[config.mk]
export PLATFORM = sky130hd
export DESIGN_NAME = serial_bit_feeder
export DESIGN_NICKNAME = d
export VERILOG_FILES = /design/src/rtl/serial_bit_feeder.sv
export SDC_FILE = /design/constraint.sdc
export NUM_CORES = 1
export LEC_CHECK = 0
export BUFFER_PORTS_ARGS = -buffer_cell sky130_fd_sc_hd__buf_2
export CORE_UTILIZATION = 48
export CTS_CLUSTER_SIZE = 40
export DETAILED_ROUTE_END_ITERATION = 6
export PLACE_DENSITY = 0.72
export SLEW_MARGIN = 15
export SYNTH_ARGS = -nofsm -noshare
export SYNTH_HDL_FRONTEND = slang
export SYNTH_SLANG_ARGS = --single-unit
[constraint.sdc]
create_clock -name clk -period 1.55 [get_ports clk]
set_clock_uncertainty 0.15 [all_clocks]
set_input_delay 0.31 -clock clk [delete_from_list [all_inputs] [get_ports clk]]
set_output_delay 0.31 -clock clk [all_outputs]
set_load 0.05 [all_outputs]
[src/rtl/serial_bit_feeder.sv]
// serial_bit_feeder: parallel-to-serial front end with a one-word holding buffer.
// Define SERIAL_FEEDER_PARITY_EN to append an even-parity slot after each word.
module serial_bit_feeder #(
  parameter int WIDTH     = 8,
  parameter bit MSB_FIRST = 1'b1
) (
  input  logic             clk,
  input  logic             rst,
  input  logic [WIDTH-1:0] in_data,
  input  logic             in_valid,
  output logic             in_ready,
  output logic             out_bit,
  output logic             out_valid,
  output logic             frame_start,
  output logic             busy
`ifdef SERIAL_FEEDER_PARITY_EN
  ,
  output logic             out_is_parity
`endif
);
  localparam int CW = $clog2(WIDTH + 1);
`ifdef SERIAL_FEEDER_PARITY_EN
  localparam logic [CW-1:0] LAST  = CW'(WIDTH);
  localparam logic [CW-1:0] DLAST = CW'(WIDTH - 1);
`else
  localparam logic [CW-1:0] LAST  = CW'(WIDTH - 1);
`endif
  typedef enum logic {IDLE, SHIFT} state_t;
  state_t           r_state, w_state_nx;
  logic [WIDTH-1:0] r_hold, r_shift, w_hold_sh, w_shift_sh;
  logic [CW-1:0]    r_cnt;
  logic             r_hold_valid, r_out_bit, r_out_valid, r_frame_start;
  logic             w_end, w_load, w_adv, w_hold_first, w_shift_top;
`ifdef SERIAL_FEEDER_PARITY_EN
  logic             r_par, r_is_par;
`endif
  always_ff @(posedge clk)
    r_state <= !rst ? IDLE : w_state_nx;
  // r_cnt indexes the slot currently on out_bit; w_end marks the final slot of a frame
  always_comb begin
    w_end        = (r_state == SHIFT) && (r_cnt == LAST);
    w_load       = r_hold_valid && ((r_state == IDLE) || w_end);
    w_adv        = (r_state == SHIFT) && !w_end;
    w_state_nx   = w_load ? SHIFT : (w_end ? IDLE : r_state);
    w_hold_first = MSB_FIRST ? r_hold[WIDTH-1] : r_hold[0];
    w_shift_top  = MSB_FIRST ? r_shift[WIDTH-1] : r_shift[0];
    w_hold_sh    = MSB_FIRST ? (r_hold << 1) : (r_hold >> 1);
    w_shift_sh   = MSB_FIRST ? (r_shift << 1) : (r_shift >> 1);
  end
  // the first bit leaves on the load edge, so the shift register holds the remainder
  always_ff @(posedge clk) begin
    if (!rst) begin
      r_hold        <= '0;
      r_hold_valid  <= 1'b0;
      r_shift       <= '0;
      r_cnt         <= '0;
      r_out_bit     <= 1'b0;
      r_out_valid   <= 1'b0;
      r_frame_start <= 1'b0;
`ifdef SERIAL_FEEDER_PARITY_EN
      r_par         <= 1'b0;
      r_is_par      <= 1'b0;
`endif
    end else begin
      if (in_valid && !r_hold_valid) begin
        r_hold       <= in_data;
        r_hold_valid <= 1'b1;
      end else if (w_load) begin
        r_hold_valid <= 1'b0;
      end
      r_frame_start <= w_load;
      r_out_valid   <= w_load || w_adv;
      if (w_load) begin
        r_out_bit <= w_hold_first;
        r_shift   <= w_hold_sh;
        r_cnt     <= '0;
`ifdef SERIAL_FEEDER_PARITY_EN
        r_par     <= ^r_hold;
`endif
      end else if (w_adv) begin
`ifdef SERIAL_FEEDER_PARITY_EN
        r_out_bit <= (r_cnt == DLAST) ? r_par : w_shift_top;
`else
        r_out_bit <= w_shift_top;
`endif
        r_shift   <= w_shift_sh;
        r_cnt     <= r_cnt + 1'b1;
      end
`ifdef SERIAL_FEEDER_PARITY_EN
      r_is_par <= w_adv && (r_cnt == DLAST);
`endif
    end
  end
  assign in_ready    = !r_hold_valid;
  assign busy        = r_hold_valid || (r_state == SHIFT);
  assign out_bit     = r_out_bit;
  assign out_valid   = r_out_valid;
  assign frame_start = r_frame_start;
`ifdef SERIAL_FEEDER_PARITY_EN
  assign out_is_parity = r_is_par;
`endif
endmodule

; ---- Yosys cells after proc, flatten, opt, wreduce, memory -nomap -nowiden
; Index checks and enable logic that the tools add are counted.
[totals]
reg_bits = 24
output_inout_bits = 5
[op_classes]
eq_ne = 1
reduce_logical = 13
n_bitwise = 2
add_sub_neg = 1
n_mux = 8
[ops]
columns = op, n
row1 = $mux 8, 2
row2 = $mux 1, 6
row3 = $reduce_bool 2->1, 3
row4 = $add 4x1->4 const B, 1
row5 = $eq 4x3->1 const B, 1
row6 = $logic_and 1x1->1, 4
row7 = $logic_or 1x1->1, 3
row8 = $logic_not 1->1, 2
row9 = $not 1->1, 2
row10 = $reduce_or 2->1, 1

; ---- Logic depth before layout (Yosys ltp)
[depth]
ltp_word = 6
ltp_mapped = 5
depth_no_buf = 4

; ---- Least setup slack after synthesis
; Ideal clock, no wire load.
[synth_path]
path_kind = register to output
start = register r_hold_valid
end = output busy
path_stages_with_launch = 3
path_buffers = 0
setup_slack_ps = -67
required_time_ps = 1090
arrival_ps = 1157
path_cell_list = dfxtp_1 -> inv_1 -> nand2_1
[synth_via]
elab_chain_len = 1
[synth_rtl]
columns = item, line
row1 = from (decl), 32  ; logic r_hold_valid, r_out_bit, r_out_valid, r_frame_start;
row2 = from (signal assigned), 54  ; r_hold_valid <= 1'b0;
row3 = from (signal assigned), 67  ; r_hold_valid <= 1'b1;
row4 = from (signal assigned), 69  ; r_hold_valid <= 1'b0;
row5 = $logic_or 1x1->1, 95  ; assign busy = r_hold_valid || (r_state == SHIFT);
row6 = to (decl), 15  ; output logic busy
; No other way between the ends.

; ---- Worst setup path after layout
; Ends and elaborated chain as after synthesis.

==> metrics <==
status=completed; worst path required time=1.09 ns; diode count=0; r2r endpoint=r_cnt[0]$_SDFFE_PP0P_; Core ar.=around 0.002 mm²; TritonCTS clock tree=yes; deepest clock path buffer count=2; Power Total=1.13 mW; later-pin clock latency in the skew report=0.30 ns; share of cells above drive strength 1=27.6%; die span in x=47.8 µm; Syn Area/Cell=between 9 and 10 µm²; Power Density=approximately 1000 mW/mm²; min-delay src=in_data[7]; Post-CTS Setup Bufs=0; fin area=between 0.001 and 0.0015 mm²; number of port buffers=15; DR DRC count=0; Hold Violations, Final=0; Pins Over Slew Limit=0; DRT Pass-1 Iters=5; clk sink count=24; Via density=5.57; Post-Route WL=2010 µm; root buffer cell=clkbuf_4; I/O pin cnt=16; clock power share=23.5%; first-pass GRT wire length=2900 µm; H-Tree Depth=1; Gate power share=~17%; Reg2Reg Depth=4; grt met3 use=3.40%; Worst Setup End Kind=output port; final worst slack=0.0677 ns; post-place setup slack=0.0391 ns; Final HPWL DP=~1400 µm; met2 Usage GRT=28.1%; Syn. warnings=0; WS Path Type=reg2out; Routed Antenna Nets=0; Sw Pwr=0.316 mW; DR vias=858; WHS Endpoint=r_hold[7]$_SDFFE_PN0P_; data arrival at the endpoint of the critical path=1.02 ns; initial drt markers=21; P_leak=0.454 nW; Worst Hold Depth=3; Final setup viols=0; crit path from=r_hold_valid$_SDFFE_PN0P_; commonest non-fill, non-tap cell in the layout=dfxtp_1; final period utilization=95.6%; routability cong.=0.858; syn_nets=approximately 120; synthesis-stage register bit count=24; Seq/Total Area, Yosys=47.7%; met1 usage=25.2%; Initial Util=51.3%; vias in the first global route=703; pin slew with the least headroom to its limit=just over 0.6 ns; Yosys cell types=25; r2r startpoint=r_cnt[0]$_SDFFE_PP0P_; Hold WC Path Type=in2reg; gr ovfl total=0; f_max=675 MHz; clk slew on worst S/H paths=0.12 ns; Netlist Area Pre-Place=0.00101 mm²; die height=around 48 µm; largest net degree at the start of global routing=23; cell-internal power=0.818 mW; Top Usage Layer GRT=met2; area delta synth->final=13.3%; NumNets Final=141; flop2flop setup slack=0.07 ns; Tmin final=1.48 ns; die area=0.00229 mm²; initial antenna violation count=0; Reg power frac=59.8%; synthesized instance count=110; commonest cells after routing, fill and taps aside=dfxtp_1 (21), nand2_1 (17), a21oi_1 (15); Wirelength per Cell=13.0 µm; worst rel slew slack=59.6%; Placed Area=0.00111 mm²; Sw Ratio=27.8%; All-Layer GR Usage=18.6%; Num CTS Buffers=3; Crit Path Max Fanout=7; Worst Setup Start Kind=flip-flop; row count=16; Final Util=58.2%; peak supply drop=0.539 mV; Max Cap Violations=0
[critical path, stage by stage, from the launching register on]
cell	delay (ns)
dfxtp_2	0.36
inv_2	0.12
nand2_2	0.05
buf_4	0.18
[cells in the mapped netlist]
cell type / count / area share [%]
and3_1: 1 / 0.62
o21ai_0: 1 / 0.50
nand3b_1: 2 / 1.5
inv_1: 3 / 1.1
nand2_1: 18 / 6.7
buf_2: 1 / 0.50
nor4_1: 1 / 0.62
a211oi_1: 8 / 6.0
nand3_1: 3 / 1.5
clkbuf_2: 1 / 0.50
clkbuf_8: 1 / 1.4
nor2b_1: 2 / 1.2
a21oi_1: 15 / 7.5
o211ai_1: 2 / 1.5
ha_1: 1 / 1.2
dfxtp_1: 24 / 48
buf_6: 3 / 3.4
o31a_1: 1 / 0.87
nor3_1: 7 / 3.5
and3b_1: 1 / 0.87
mux2i_1: 8 / 8.0
or3_1: 1 / 0.62
and3_2: 2 / 1.5
clkbuf_1: 2 / 0.75
nand2b_1: 1 / 0.62
[how the worst max path moves through the flow]
stage,to,slack (ns),depth (start not counted)
5_1_grt,r_shift[4]$_SDFFE_PN0P_,-0.004,5
2_1_floorplan,busy,0.05,2
3_3_place_gp,out_bit$_SDFFE_PN0P_,0.09,5
4_1_cts,out_bit$_SDFFE_PN0P_,0.003,5
6_report,busy,0.07,3
3_5_place_dp,out_bit$_SDFFE_PN0P_,0.04,5
[metal layers]
metal | share of wire [%] | vias to the layer above
met5 | 0 | -
met4 | 0.65 | 0
met3 | 3.4 | 2
met2 | 48 | 17
met1 | 48 | 416
li1 | - | 423
[cell families (layout without fill, tap and decap cells)]
logic type / after synthesis / after routing / synth area share, %
simple gates: 39 / 39 / 19.3
flops: 24 / 24 / 47.7
compound gates: 27 / 27 / 16.3
buf+inv: 11 / 28 / 7.58
mux: 8 / 8 / 7.95
fa+ha+maj: 1 / 1 / 1.24
[registers in the layout, indices dropped and copies added, names as in the netlist]
register / cells
r_state: 1
r_hold_valid: 1
r_cnt: 4
r_shift: 7
r_hold: 8
out_valid: 1
frame_start: 1
out_bit: 1
[cell type report]
cell class / count / area, µm²
inverters: 3 / 11.3
multi-input cells: 75 / 457
fillers: 196 / 821
repair buffers: 22 / 133
well taps: 27 / 33.8
flip-flops and latches: 24 / 484
clock buffers: 3 / 22.5
[timing repair]
action	4_1_cts	5_1_grt
setup endpoints to repair	2	10
resized for setup	3	6
hold buffers	0	0
pin swaps	0	1
[power by group through the flow]
stage / Clock (mW) / Sequential (mW) / Combinational (mW)
3_3_place_gp: 0 / 0.688 / 0.180
6_report: 0.267 / 0.678 / 0.189
3_5_place_dp: 0 / 0.689 / 0.185
4_1_cts: 0.267 / 0.676 / 0.189
2_1_floorplan: 0 / 0.704 / 0.125
5_1_grt: 0.295 / 0.681 / 0.206
[metrics by stage]
| step | hold slack [ns] | instances | setup TNS, ns |
|---|---|---|---|
| floorplan | 0.283 | 110 | 0 |
| global placement | 0.295 | 151 | 0 |
| detailed placement | 0.302 | 151 | 0 |
| CTS | 0.0727 | 154 | 0 |
| global route | 0.0639 | 154 | -0.00399 |
| finish | 0.0736 | 154 | 0 |
(Power assumes the default switching activity.)
